--- config.mk ---
export PLATFORM = sky130hd
export DESIGN_NAME = fft_r2_sdf_stage
export DESIGN_NICKNAME = d
export VERILOG_FILES = /design/src/rtl/fft_pkg.sv /design/src/rtl/fft_fit.sv /design/src/rtl/fft_r2_sdf_stage.sv
export SDC_FILE = /design/constraint.sdc
export NUM_CORES = 1
export LEC_CHECK = 0
export ABC_AREA = 1
export BUFFER_PORTS_ARGS = -buffer_cell sky130_fd_sc_hd__buf_2
export CORE_MARGIN = 2
export CORE_UTILIZATION = 53
export DETAILED_ROUTE_END_ITERATION = 12
export GPL_TIMING_DRIVEN = 0
export HOLD_SLACK_MARGIN = 0.03
export PLACE_DENSITY_LB_ADDON = 0.08
export SETUP_SLACK_MARGIN = 0.2
export SYNTH_ARGS = -nofsm -noshare
export SYNTH_HDL_FRONTEND = slang
export SYNTH_SLANG_ARGS = --single-unit
export TNS_END_PERCENT = 100
--- constraint.sdc ---
create_clock -name clk -period 4.96 [get_ports clk]
set_clock_uncertainty 0.05 [all_clocks]
set_input_delay 0.248 -clock clk [delete_from_list [all_inputs] [get_ports clk]]
set_output_delay 0.248 -clock clk [all_outputs]
set_load 0.02 [all_outputs]
--- src/rtl/fft_pkg.sv ---
// Shared types and helpers for the radix-2 SDF FFT stage.
// Holds the stage state encoding and width helpers.
package fft_pkg;

    typedef enum logic [1:0] {
        FILL,
        SUM,
        DIFF
    } state_t;

    function automatic int clog2(input int v);
        int r;
        int x;
        r = 0;
        x = v - 1;
        while (x > 0) begin
            r++;
            x = x >> 1;
        end
        return r;
    endfunction

    // Buffer/butterfly width: one guard bit over the sample width.
    function automatic int buf_w(input int in_w);
        return in_w + 1;
    endfunction

endpackage

--- src/rtl/fft_fit.sv ---
// Scale and narrow a butterfly result to the output width.
// FFT_SDF_SAT_EN selects saturation instead of wrap when narrowing.
module fft_fit
    import fft_pkg::*;
#(
    parameter int IN_W  = 8,
    parameter int OUT_W = 8,
    parameter int SCALE = 0
) (
    input  logic signed [buf_w(IN_W)-1:0] v,
    output logic signed [OUT_W-1:0]       y
);

    localparam int W = buf_w(IN_W);

    logic signed [W-1:0] sh;

    assign sh = (SCALE != 0) ? (v >>> 1) : v;

    generate
        if (OUT_W >= W) begin : g_wide
            assign y = OUT_W'(sh);
        end else begin : g_narrow
`ifdef FFT_SDF_SAT_EN
            logic ovf;
            assign ovf = (sh[W-1:OUT_W-1] != {(W-OUT_W+1){sh[W-1]}});
            assign y = ovf ? {sh[W-1], {(OUT_W-1){~sh[W-1]}}}
                           : sh[OUT_W-1:0];
`else
            logic unused_hi;
            assign unused_hi = ^sh[W-1:OUT_W];
            assign y = sh[OUT_W-1:0];
`endif
        end
    endgenerate

endmodule

--- src/rtl/fft_r2_sdf_stage.sv ---
// Radix-2 DIF single-path delay-feedback first stage, real input.
// Optional saturation of results via FFT_SDF_SAT_EN (see fft_fit).
module fft_r2_sdf_stage
    import fft_pkg::*;
#(
    parameter int N     = 32,
    parameter int IN_W  = 8,
    parameter int OUT_W = 8,
    parameter int SCALE = 0
) (
    input  logic                      clk,
    input  logic                      rst,
    input  logic                      in_valid,
    output logic                      in_ready,
    input  logic signed [IN_W-1:0]    in_data,
    output logic                      out_valid,
    output logic signed [OUT_W-1:0]   out_data,
    output logic                      out_sel,
    output logic [clog2(N/2)-1:0]     out_idx,
    output logic                      out_last
);

    localparam int HALF  = N / 2;
    localparam int AW    = clog2(HALF);
    localparam int BUF_W = buf_w(IN_W);
    localparam logic [AW-1:0] LAST = AW'(HALF - 1);

    state_t state, state_nx;
    logic [AW-1:0] cnt, cnt_nx;

    logic signed [BUF_W-1:0] mem [HALF];
    logic signed [BUF_W-1:0] rd, xs, s, d, fit_in, wdata;
    logic signed [OUT_W-1:0] fit_out, data_nx;
    logic [AW-1:0] idx_nx;
    logic we, xfer, valid_nx, sel_nx, last_nx;

    assign in_ready = !rst && (state != DIFF);
    assign xfer     = in_valid && in_ready;
    assign rd       = mem[cnt];
    assign xs       = BUF_W'(in_data);
    assign s        = rd + xs;
    assign d        = rd - xs;
    assign fit_in   = (state == SUM) ? s : rd;

    fft_fit #(
        .IN_W (IN_W),
        .OUT_W(OUT_W),
        .SCALE(SCALE)
    ) u_fit (
        .v(fit_in),
        .y(fit_out)
    );

    // Next-state, buffer write and next-output decode.
    always_comb begin
        state_nx = state;
        cnt_nx   = cnt;
        we       = 1'b0;
        wdata    = xs;
        valid_nx = 1'b0;
        data_nx  = out_data;
        sel_nx   = out_sel;
        idx_nx   = out_idx;
        last_nx  = 1'b0;
        unique case (state)
            FILL: begin
                if (xfer) begin
                    we     = 1'b1;
                    cnt_nx = cnt + AW'(1);
                    if (cnt == LAST) state_nx = SUM;
                end
            end
            SUM: begin
                if (xfer) begin
                    we       = 1'b1;
                    wdata    = d;
                    valid_nx = 1'b1;
                    data_nx  = fit_out;
                    sel_nx   = 1'b0;
                    idx_nx   = cnt;
                    cnt_nx   = cnt + AW'(1);
                    if (cnt == LAST) state_nx = DIFF;
                end
            end
            DIFF: begin
                valid_nx = 1'b1;
                data_nx  = fit_out;
                sel_nx   = 1'b1;
                idx_nx   = cnt;
                cnt_nx   = cnt + AW'(1);
                if (cnt == LAST) begin
                    last_nx  = 1'b1;
                    state_nx = FILL;
                end
            end
            default: state_nx = FILL;
        endcase
    end

    // State, address counter and registered outputs.
    always_ff @(posedge clk or posedge rst) begin
        if (rst) begin
            state     <= FILL;
            cnt       <= '0;
            out_valid <= 1'b0;
            out_data  <= '0;
            out_sel   <= 1'b0;
            out_idx   <= '0;
            out_last  <= 1'b0;
        end else begin
            state     <= state_nx;
            cnt       <= cnt_nx;
            out_valid <= valid_nx;
            out_data  <= data_nx;
            out_sel   <= sel_nx;
            out_idx   <= idx_nx;
            out_last  <= last_nx;
        end
    end

    // Delay buffer; contents are don't-care after reset.
    always_ff @(posedge clk) begin
        if (we) mem[cnt] <= wdata;
    end

endmodule

==> reports/qor.txt, run 1 <==
POWER AND IR DROP
---------------------------------------------------------------------------------
Power share of the sequential group ................................        31.6%
Combinational fraction of design power .............................        45.1%
Net switching fraction of the power ................................        41.3%
Leak Pwr ...........................................................      3.17 nW
Share of total power in the clock network ..........................        23.3%
Total power draw ...................................................      5.15 mW
Switching power total ..............................................      2.13 mW
VDD IR max .........................................................     0.407 mV
Cell Int Power .....................................................      3.02 mW
Ratio of total power to cell area ..................................  656 nW/um^2

FINISH
---------------------------------------------------------------------------------
Net total in the final layout ......................................          746
Antenna diode instance count .......................................            0
Layout Utilization .................................................        62.0%
Layout area overhead ...............................................        13.8%
Ratio of cells with drive above 1 in the final layout ..............        14.5%

FLOORPLANNING
---------------------------------------------------------------------------------
Initial core utilization ...........................................        54.5%
Standard cell core area ............................................   12700 um^2
Die X ..............................................................       118 um
Num ports ..........................................................           27
Number of standard-cell rows in the floorplan ......................           41
Die area ...........................................................   13900 um^2
Floorplan die height ...............................................       118 um

FLOW RUN
---------------------------------------------------------------------------------
Max-capacitance violation count ....................................            0

ROUTING
---------------------------------------------------------------------------------
Remaining antenna violation count ..................................            0
Routed len/inst ....................................................      18.5 um
Violation count after the first detailed-route iteration ...........          525
Drt drc ............................................................            0
Per-cell via count in the routed design ............................         5.51
First-pass detailed-route iteration total ..........................            5
Detailed-route via count ...........................................         4938
Total Routed Length ................................................      16.6 mm

GRT
---------------------------------------------------------------------------------
Tot GR Track Use ...................................................        25.0%
Routing usage on met3 ..............................................        5.47%
Number of global-route vias before repair ..........................         4819
Grt met2 use .......................................................        39.3%
Grt peak-use layer .................................................         met2
GRT overflow .......................................................            0
First-pass GRT wire length .........................................      26.0 mm
Pin count of the biggest net entering global routing ...............           22
GR met1 Demand/Resource ............................................        34.5%
Antenna violations before repair ...................................            0

YOSYS
---------------------------------------------------------------------------------
Number of synthesized register bits ................................          149
Post-synth cell types ..............................................           32
Synthesized area divided by synthesized cell count .................    10.5 um^2
Sequential fraction of the synthesis area ..........................        63.3%
Area of the mapped netlist .........................................    6900 um^2
Count of mapped cells out of synthesis .............................          660
Syn nets ...........................................................          694
Warning count from the yosys run ...................................            0

PLACEMENT
---------------------------------------------------------------------------------
Detailed Place HPWL ................................................      11.4 mm
Number of input and output port buffers inserted ...................           26
Routability congestion estimate from global placement ..............        0.902

SETUP PATH
---------------------------------------------------------------------------------
Slowest cell on the critical path .................................. sky130_fd_sc_hd__o22ai_1
CP Class ........................................................... flip-flop to flip-flop
Crit path required time ............................................      4.98 ns
Cell breakdown of the critical path ................................ clkbuf_1 -> o21ai_0 -> o22ai_1 -> nand2_1 -> nand2_1 -> nor2_2 -> ha_1 -> inv_1 -> fa_1 -> nand3_1 -> nand2_1 -> nand2_1 -> nand2_1 -> o22ai_1
Critical path startpoint category ..................................    flip-flop
Critical path fanouts, max .........................................           16
CP arrival .........................................................      3.78 ns
Crit-path max cell delay ...........................................      0.82 ns
CP dominant cell by count .......................................... sky130_fd_sc_hd__nand2_1
CP endpoint kind ...................................................    flip-flop

STA
---------------------------------------------------------------------------------
Unrepaired setup endpoints after global routing ....................           no
Peak clock frequency supported by timing ...........................      266 MHz
Pins over their slew limit .........................................            0
Max_slew headroom ..................................................        27.4%
Tightest Pin Transition ............................................      1.09 ns
Final Cycle Share ..................................................        75.9%
Final number of setup-violating endpoints ..........................            0
Final Hold Vio Count ...............................................            0
Sum Neg Setup Slack ................................................         0 ns
Minimum clock period ...............................................      3.76 ns

CLOCK NETWORK
---------------------------------------------------------------------------------
Post-cts resize count ..............................................            0
Max H-tree Level ...................................................            4
Maximum root-to-sink buffer count ..................................            2
Clock latency on the worst-skew pair ...............................      0.43 ns
Setup Buffers After CTS ............................................            0
Total CTS buffers ..................................................           17
Sink Count .........................................................          149
TritonCTS clock tree ...............................................         done
CTS Root Cell ...................................................... sky130_fd_sc_hd__clkbuf_16
Clock slew seen by the registers of the worst setup and hold paths .      0.06 ns
Number of buffers added to fix hold violations after cts ...........            1

OUTCOME
---------------------------------------------------------------------------------
Status ............................................................. complete, no violations

WORST HOLD PATH
---------------------------------------------------------------------------------
Path class of the lowest-slack min-delay path ...................... primary input to flip-flop

[critical path: cells and delay by family, from the launching register on]
family | cells | cell delay (ns)
flip-flops | 1 | 0.46
AND/OR/NAND/NOR | 7 | 0.71
AO/OA/AOI/OAI | 3 | 1.21
adder cells (fa/ha/maj) | 2 | 0.58
buffers and inverters | 2 | 0.39
[final cells by class]
| class | instances | area [um^2] |
|---|---|---|
| Buffer | 25 | 155 |
| Timing Repair Buffer | 33 | 180 |
| Tap cell | 172 | 215 |
| Fill cell | 1075 | 4820 |
| Clock inverter | 12 | 114 |
| Inverter | 69 | 259 |
| Clock buffer | 19 | 433 |
| Multi-Input combinational cell | 417 | 2130 |
| Sequential cell | 149 | 4370 |
[per-stage QoR]
step	cell area (um^2)	hold slack, ns	std cells	setup slack [ns]
6_report	7850	0.224	896	1.20
5_1_grt	7850	0.239	896	0.941
4_1_cts	7840	0.216	896	1.25
3_5_place_dp	7290	0.411	864	1.29
3_3_place_gp	7250	0.395	858	1.11
2_1_floorplan	6900	0.175	660	2.14
[power groups by stage]
stage	Sequential (mW)	Combinational (mW)	Clock, mW
final	1.63	2.32	1.20
after global routing	1.64	2.60	1.27
after CTS	1.63	2.30	1.21
after detailed placement	1.65	2.28	0
after global placement	1.65	2.20	0
after floorplan	1.71	1.57	0
[registers in the layout, summed over array words and instances, names as in the netlist]
name       cells
state          2
out_sel        1
mem          128
out_valid      1
out_idx        4
cnt            4
out_last       1
out_data       8
[per-layer routing]
metal,up-vias,routed length (um)
li1,2348,-
met1,2400,7350
met2,165,7950
met3,25,1030
met4,0,262
met5,-,0
[cell families after synthesis]
group / after synthesis / synth area share (%)
DFF: 149 / 63.3
and+or+nand+nor: 255 / 15.2
AOI/OAI and AO/OA: 132 / 10.2
adders and majority gates: 23 / 4.39
xor gates and xnor gates: 7 / 0.889
buffers and inverters: 94 / 6.00
[synthesized netlist by cell type]
master                     count  area [um^2]
sky130_fd_sc_hd__o21ai_1      25          125
sky130_fd_sc_hd__o21ai_2       1         8.76
sky130_fd_sc_hd__clkinv_1      1         3.75
sky130_fd_sc_hd__ha_1         21          263
sky130_fd_sc_hd__clkbuf_1      6         22.5
sky130_fd_sc_hd__nand2_1     126          473
sky130_fd_sc_hd__dfrtp_1      21          526
sky130_fd_sc_hd__nand4_1       3         18.8
sky130_fd_sc_hd__nand3_1      18         90.1
sky130_fd_sc_hd__a31oi_1       2         12.5
sky130_fd_sc_hd__a31o_2        1         8.76
sky130_fd_sc_hd__inv_1        57          214
sky130_fd_sc_hd__o22ai_1      26          163
sky130_fd_sc_hd__nor2_1       89          334
sky130_fd_sc_hd__nor2_4        2         22.5
sky130_fd_sc_hd__nor2_2        6         37.5
sky130_fd_sc_hd__buf_6         4         45.0
sky130_fd_sc_hd__edfxtp_1    128         3840
sky130_fd_sc_hd__nor3_1        3         15.0
sky130_fd_sc_hd__inv_2        11         41.3
sky130_fd_sc_hd__xor2_1        7         61.3
sky130_fd_sc_hd__buf_2        12         60.1
sky130_fd_sc_hd__fa_1          2         40.0
sky130_fd_sc_hd__buf_4         1         7.51
sky130_fd_sc_hd__o21a_1        1         7.51
sky130_fd_sc_hd__clkbuf_2      1         5.00
sky130_fd_sc_hd__buf_8         1         15.0
sky130_fd_sc_hd__o21ai_0      62          310
sky130_fd_sc_hd__nand2_2       5         31.3
sky130_fd_sc_hd__a21oi_1      14         70.1
sky130_fd_sc_hd__nand3b_1      2         15.0
sky130_fd_sc_hd__nand3_2       1         10.0
[final timing paths]
check	start	end	slack, ns	cells past startpoint
max	cnt[0]	mem[0][4]	1.20	14
min	in_data[2]	mem[8][2]	0.22	3
max reg2reg	cnt[0]	mem[0][4]	1.20	14
min reg2reg	out_data[6]	out_data[6]	0.43	2
max in group asynchronous	rst	out_data[2]	3.84	3
min in group asynchronous	rst	state[1]	0.50	3
[cells in the final DEF, fill, tap and decap left out, drive strengths merged, types with 2 or more instances in the layout]
cell type	count
a31oi	2
inv	68
nand3b	2
nand2	131
nor3	3
a21oi	14
edfxtp	128
clkinvlp	2
buf	50
bufinv	2
clkbuf	26
clkinv	9
fa	2
o21ai	88
nand4	3
o22ai	26
xor2	7
dfrtp	21
nor2	97
ha	21
nand3	19
(Power assumes the default switching activity.)
==> inputs of run 2 (changes only) <==
==> constraint.sdc (replaced) <==
create_clock -name clk -period 3.6 [get_ports clk]
set_clock_uncertainty 0.05 [all_clocks]
set_input_delay 0.18 -clock clk [delete_from_list [all_inputs] [get_ports clk]]
set_output_delay 0.18 -clock clk [all_outputs]
set_load 0.02 [all_outputs]
==> run 2 against run 1 <==
Against the previous run:
- fmax up 12%
- critical path depth up 6
- via count up 0.81%
- die area unchanged
- clock power up 38%
- global-route usage up 0.055 points
- first-iteration DRC count down 12%
- wire length up 1.9%
- register-to-register slack worse by 0.97 ns
- critical endpoint is now mem[11][6]
==> reports/qor.txt, run 2 (synthesized netlist as in run 1, its figures left out) <==
OUTCOME
----------------------------------------------------------------------------------
Status .............................................................. complete, no violations

ROUTING
----------------------------------------------------------------------------------
Routed len/inst .....................................................      18.8 um
Uppermost signal routing layer after detailed routing ...............         met4
First-pass detailed-route iteration total ...........................            5
Met1 wire length ....................................................      7.35 mm
Per-cell via count in the routed design .............................         5.52
Met3 layer wire length in the routed design .........................      1.10 mm
Detailed-route via count ............................................         4978
Total Routed Length .................................................      16.9 mm
Drt drc .............................................................            0
Routed length on met2 ...............................................      8.14 mm
Violation count after the first detailed-route iteration ............          461
Remaining antenna violation count ...................................            0

POWER AND IR DROP
----------------------------------------------------------------------------------
Total power draw ....................................................      7.40 mW
Ratio of total power to cell area ...................................  919 nW/um^2
Leak Pwr ............................................................      3.23 nW
VDD IR max ..........................................................     0.591 mV

STA
----------------------------------------------------------------------------------
Final Cycle Share ...................................................        93.6%
Max_slew headroom ...................................................        35.9%
Peak clock frequency supported by timing ............................      297 MHz
Sum Neg Setup Slack .................................................         0 ns
Minimum clock period ................................................      3.37 ns
Unrepaired setup endpoints after global routing .....................          yes
Least setup slack across all paths after layout .....................     0.230 ns
Final Hold Vio Count ................................................            0
Tightest Pin Transition .............................................     0.958 ns
Final number of setup-violating endpoints ...........................            0
Pins over their slew limit ..........................................            0

GRT
----------------------------------------------------------------------------------
Antenna violations before repair ....................................            0
GRT overflow ........................................................            0
Tot GR Track Use ....................................................        25.1%
Pin count of the biggest net entering global routing ................           22
First-pass GRT wire length ..........................................      26.1 mm
Number of global-route vias before repair ...........................         4832

FINISH
----------------------------------------------------------------------------------
Net total in the final layout .......................................          752
Flip-flop count of the largest register, all copies and words added .          128
Layout area overhead ................................................        16.8%
Reg with most FFs ...................................................          mem
Area of the multi-input gates .......................................    2210 um^2
Highest-count cells in the layout ignoring fill and taps ............ sky130_fd_sc_hd__edfxtp_1 (128), sky130_fd_sc_hd__nand2_1 (121), sky130_fd_sc_hd__nor2_1 (84)
Registers with the highest flip-flop counts ......................... mem (128), out_data (8)
Ratio of cells with drive above 1 in the final layout ...............        19.3%
Antenna diode instance count ........................................            0
Most common cell after layout, fill and taps aside .................. sky130_fd_sc_hd__edfxtp_1
Number of filler cells placed in the layout .........................         1049
Total area of sequential cells ......................................    4370 um^2

CLOCK NETWORK
----------------------------------------------------------------------------------
Total CTS buffers ...................................................           17
TritonCTS clock tree ................................................         done
Maximum root-to-sink buffer count ...................................            2
Max H-tree Level ....................................................            4
Clock latency on the worst-skew pair ................................      0.43 ns
CTS Root Cell ....................................................... sky130_fd_sc_hd__clkbuf_16
Clock slew seen by the registers of the worst setup and hold paths ..      0.06 ns
Sink Count ..........................................................          149

SETUP PATH
----------------------------------------------------------------------------------
Critical path fanouts, max ..........................................           10
CP endpoint kind ....................................................    flip-flop
Buffers plus inverters on the worst setup path ......................            6
CP Class ............................................................ flip-flop to flip-flop
Path depth of the worst reg2reg path ................................           20
CP arrival ..........................................................      3.50 ns
Critical path startpoint category ...................................    flip-flop
Slowest cell on the critical path ................................... sky130_fd_sc_hd__dfrtp_2
CP dominant cell by count ........................................... sky130_fd_sc_hd__nand2_2
Cell family with the largest share of critical-path delay ........... buffers and inverters
Cell breakdown of the critical path ................................. inv_2 -> buf_8 -> buf_6 -> nor2_1 -> o22ai_1 -> nand2_1 -> nand2_2 -> nor2_4 -> ha_2 -> inv_1 -> fa_2 -> nand3_1 -> nand2_2 -> nand2_2 -> nand2_1 -> a21oi_2 -> xor2_1 -> o21ai_2 -> clkinvlp_2 -> buf_6
Crit path required time .............................................      3.73 ns
Count of cell instances traversed by the critical path ..............           20
Crit-path max cell delay ............................................      0.45 ns

FLOORPLANNING
----------------------------------------------------------------------------------
Initial core utilization ............................................        54.5%
Die area ............................................................   13900 um^2
Number of standard-cell rows in the floorplan .......................           41
Floorplan die height ................................................       118 um
Die X ...............................................................       118 um
Num ports ...........................................................           27
Standard cell core area .............................................   12700 um^2

PLACEMENT
----------------------------------------------------------------------------------
Detailed Place HPWL .................................................      11.4 mm
Routability congestion estimate from global placement ...............        0.902
Setup WS pre-CTS ....................................................   -0.0727 ns
Number of input and output port buffers inserted ....................           26

WORST HOLD PATH
----------------------------------------------------------------------------------
Path class of the lowest-slack min-delay path ....................... primary input to flip-flop
Hold Path Cell Cnt ..................................................            3

FLOW RUN
----------------------------------------------------------------------------------
Max-capacitance violation count .....................................            0

## run 2: final cells by class
class,instances,area share [%]
sequential,149,54.3
multi-input combinational,417,27.4
clock buffer,19,5.37
inverter,69,3.26
timing repair buffer,38,2.90
buffer,25,2.67
tap,172,2.67
clock inverter,12,1.41
timing repair inverter,1,0.0621
## run 2: path summary, 6_finish.rpt
path / from / endpoint / slack (ns)
worst min register to register: out_data[6] / out_data[6] / 0.43
worst max register to register: cnt[0] / mem[11][6] / 0.23
worst max-delay path: cnt[0] / mem[11][6] / 0.23
min in group asynchronous: rst / state[1] / 0.44
worst min-delay path: in_data[2] / mem[8][2] / 0.16
max in group asynchronous: rst / cnt[0] / 2.48
## run 2: power breakdown
| part | leakage (nW) | switching, mW | internal [mW] |
|---|---|---|---|
| combinational | 1.56 | 2.30 | 1.19 |
| clock | 0.263 | 0.659 | 1.00 |
| sequential | 1.41 | 0.0937 | 2.16 |
| total | 3.23 | 3.06 | 4.35 |
## run 2: timing repair
item / CTS / global route
pin swaps: 0 / 4
gates resized for setup: 8 / 58
hold endpoints to repair: 21 / 0
gates cloned: 0 / 1
buffers inserted: 1 / 4
setup endpoints to repair: 62 / 82
hold buffers: 1 / 0
## run 2: per-stage QoR
| stage | instances | hold WS [ns] | instance area, um^2 | util, % |
|---|---|---|---|---|
| final | 902 | 0.162 | 8060 | 63.6 |
| after CTS | 897 | 0.148 | 7880 | 62.2 |
| after floorplan | 660 | 0.107 | 6900 | - |
| after global routing | 902 | 0.190 | 8060 | 63.6 |
| after global placement | 858 | 0.327 | 7250 | 57.2 |
| after detailed placement | 864 | 0.365 | 7290 | 57.5 |
## run 2: layer usage
layer | vias to the layer above | GRT usage (%)
met2 | 192 | 39.4
met5 | - | 0
met3 | 29 | 4.65
met4 | 0 | 9.41
li1 | 2362 | -
met1 | 2395 | 34.8
## run 2: worst min-delay path, cell delays in order
cell and delay (ns):
sky130_fd_sc_hd__buf_2 0.11, sky130_fd_sc_hd__inv_1 0.07, sky130_fd_sc_hd__o21ai_1 0.10
==> inputs of run 3 (changes only) <==
==> constraint.sdc (replaced) <==
create_clock -name clk -period 2.8 [get_ports clk]
set_clock_uncertainty 0.05 [all_clocks]
set_input_delay 0.14 -clock clk [delete_from_list [all_inputs] [get_ports clk]]
set_output_delay 0.14 -clock clk [all_outputs]
set_load 0.02 [all_outputs]
==> run 3 against run 2 <==
Against the previous run:
- the run now ends with negative setup slack left
- fmax grew 4.3%
- cell count grew 0.78%
- setup slack lost 0.66 ns
- clock power grew 52%
- critical path depth shrank 3
- combinational power grew 52%
- critical endpoint unchanged
==> reports/qor.txt, run 3 (synthesized netlist as in run 1, its figures left out) <==
SETUP PATH
----------------------------------------------------------------------------------
Critical path startpoint category ...................................    flip-flop
CP Class ............................................................ flip-flop to flip-flop
CP arrival ..........................................................      3.31 ns
CP endpoint kind ....................................................    flip-flop
Critical path fanouts, max ..........................................           10
Crit path required time .............................................      2.88 ns

FLOORPLANNING
----------------------------------------------------------------------------------
Number of standard-cell rows in the floorplan .......................           41
Standard cell core area .............................................   12700 um^2
Die X ...............................................................       118 um
Initial core utilization ............................................        54.5%
Floorplan die height ................................................       118 um
Num ports ...........................................................           27
Die area ............................................................   13900 um^2

ROUTING
----------------------------------------------------------------------------------
Met3 layer wire length in the routed design .........................       980 um
First-pass detailed-route iteration total ...........................            5
Met1 wire length ....................................................      7.62 mm
Total Routed Length .................................................      17.4 mm
Detailed-route via count ............................................         4999
Per-cell via count in the routed design .............................         5.50
Violation count after the first detailed-route iteration ............          465
Routed length on met2 ...............................................      8.42 mm
Remaining antenna violation count ...................................            0
Uppermost signal routing layer after detailed routing ...............         met4
Drt drc .............................................................            0
Routed len/inst .....................................................      19.2 um

CLOCK NETWORK
----------------------------------------------------------------------------------
Total CTS buffers ...................................................           17
Clock slew seen by the registers of the worst setup and hold paths ..      0.06 ns
TritonCTS clock tree ................................................         done
Max H-tree Level ....................................................            4
Maximum root-to-sink buffer count ...................................            2
Sink Count ..........................................................          149
CTS Root Cell ....................................................... sky130_fd_sc_hd__clkbuf_16
Clock latency on the worst-skew pair ................................      0.42 ns

GRT
----------------------------------------------------------------------------------
First-pass GRT wire length ..........................................      26.9 mm
Number of global-route vias before repair ...........................         4937
Antenna violations before repair ....................................            0
Tot GR Track Use ....................................................        25.9%
GRT overflow ........................................................            0
Pin count of the biggest net entering global routing ................           22

FINISH
----------------------------------------------------------------------------------
Final Non-Filler Cells ..............................................          909
Ratio of cells with drive above 1 in the final layout ...............        25.9%
Antenna diode instance count ........................................            0
Layout Utilization ..................................................        67.3%
Net total in the final layout .......................................          758
Most common cell after layout, fill and taps aside .................. sky130_fd_sc_hd__edfxtp_1
Reg with most FFs ...................................................          mem
Flip-flop count of the largest register, all copies and words added .          128
Total non-filler cell area in the finished layout ...................    8530 um^2
Layout area overhead ................................................        23.7%
Highest-count cells in the layout ignoring fill and taps ............ sky130_fd_sc_hd__edfxtp_1 (128), sky130_fd_sc_hd__nand2_1 (112), sky130_fd_sc_hd__nor2_1 (72)
Registers with the highest flip-flop counts ......................... mem (128), out_data (8)

STA
----------------------------------------------------------------------------------
Final Cycle Share ...................................................         115%
Unrepaired setup endpoints after global routing .....................          yes
Sum Neg Setup Slack .................................................    -13.93 ns
Least setup slack across all paths after layout .....................    -0.432 ns
Peak clock frequency supported by timing ............................      309 MHz
Min Hold Slack ......................................................     0.131 ns
Minimum clock period ................................................      3.23 ns
Pins over their slew limit ..........................................            0
Max_slew headroom ...................................................        40.1%
Tightest Pin Transition .............................................     0.896 ns
Final number of setup-violating endpoints ...........................          111
Final Hold Vio Count ................................................            0

OUTCOME
----------------------------------------------------------------------------------
Status .............................................................. complete, but fails checks
Failing checks ...................................................... negative setup slack

FLOW RUN
----------------------------------------------------------------------------------
Max-capacitance violation count .....................................            0

POWER AND IR DROP
----------------------------------------------------------------------------------
Ratio of total power to cell area ................................... 1260 nW/um^2
VDD IR max ..........................................................     0.864 mV
Leak Pwr ............................................................      3.36 nW
Total power draw ....................................................      10.8 mW

PLACEMENT
----------------------------------------------------------------------------------
Setup WS pre-CTS ....................................................    -0.573 ns
Routability congestion estimate from global placement ...............        0.870
Number of input and output port buffers inserted ....................           26
Cell area after placement ...........................................    7290 um^2
Placed Cells incl. Taps .............................................          860
Detailed Place HPWL .................................................      11.3 mm

WORST HOLD PATH
----------------------------------------------------------------------------------
Path class of the lowest-slack min-delay path ....................... primary input to flip-flop

## run 3: power breakdown
| part | switching (mW) | internal, mW |
|---|---|---|
| logic | 3.36 | 1.96 |
| registers | 0.129 | 2.77 |
| clock network | 0.870 | 1.66 |
| total | 4.36 | 6.39 |
## run 3: area by class of cell
type                       instances  area, um^2
sequential                       149        4370
timing repair buffer              42         278
fill                             962        4140
clock inverter                    15         234
timing repair inverter             1        7.51
multi-input combinational        419        2490
clock buffer                      17         425
inverter                          69         269
tap                              172         215
buffer                            25         245
## run 3: repair_timing
action / 4_1_cts / 5_1_grt
gates resized for setup: 75 / 55
buffers inserted: 7 / 5
pin swaps: 7 / 18
hold endpoints to repair: 21 / 0
hold buffers: 1 / 0
endpoints found under the setup margin: 164 / 265
gates cloned: 2 / 2
## run 3: per-layer routing
metal  up-vias  track usage [%]
li1       2380                -
met1      2428             34.4
met2       155             41.2
met3        36             4.89
met4         0             12.3
met5         -                0
## run 3: worst paths after layout
kind / to / from / slack, ns / cells after the start
min: out_data[7] / in_data[7] / 0.13 / 6
max: mem[11][6] / cnt[0] / -0.43 / 17
min reg2reg: out_data[6] / out_data[6] / 0.43 / 2
max reg2reg: mem[11][6] / cnt[0] / -0.43 / 17
min in group asynchronous: out_last / rst / 0.40 / 3
max in group asynchronous: cnt[1] / rst / 1.72 / 3
## run 3: worst max-delay path, cell delays in order, from the launching register on
cell	delay (ns)
sky130_fd_sc_hd__dfrtp_2	0.48
sky130_fd_sc_hd__buf_4	0.21
sky130_fd_sc_hd__o21ai_0	0.20
sky130_fd_sc_hd__o22ai_1	0.12
sky130_fd_sc_hd__nand2_1	0.09
sky130_fd_sc_hd__nand2_2	0.08
sky130_fd_sc_hd__nor2_4	0.16
sky130_fd_sc_hd__ha_4	0.15
sky130_fd_sc_hd__inv_2	0.04
sky130_fd_sc_hd__fa_2	0.37
sky130_fd_sc_hd__nand3_2	0.08
sky130_fd_sc_hd__nand2_2	0.07
sky130_fd_sc_hd__nand2_2	0.08
sky130_fd_sc_hd__nand2_2	0.05
sky130_fd_sc_hd__a21oi_2	0.14
sky130_fd_sc_hd__xor2_1	0.10
sky130_fd_sc_hd__o21ai_2	0.22
sky130_fd_sc_hd__clkinvlp_4	0.22
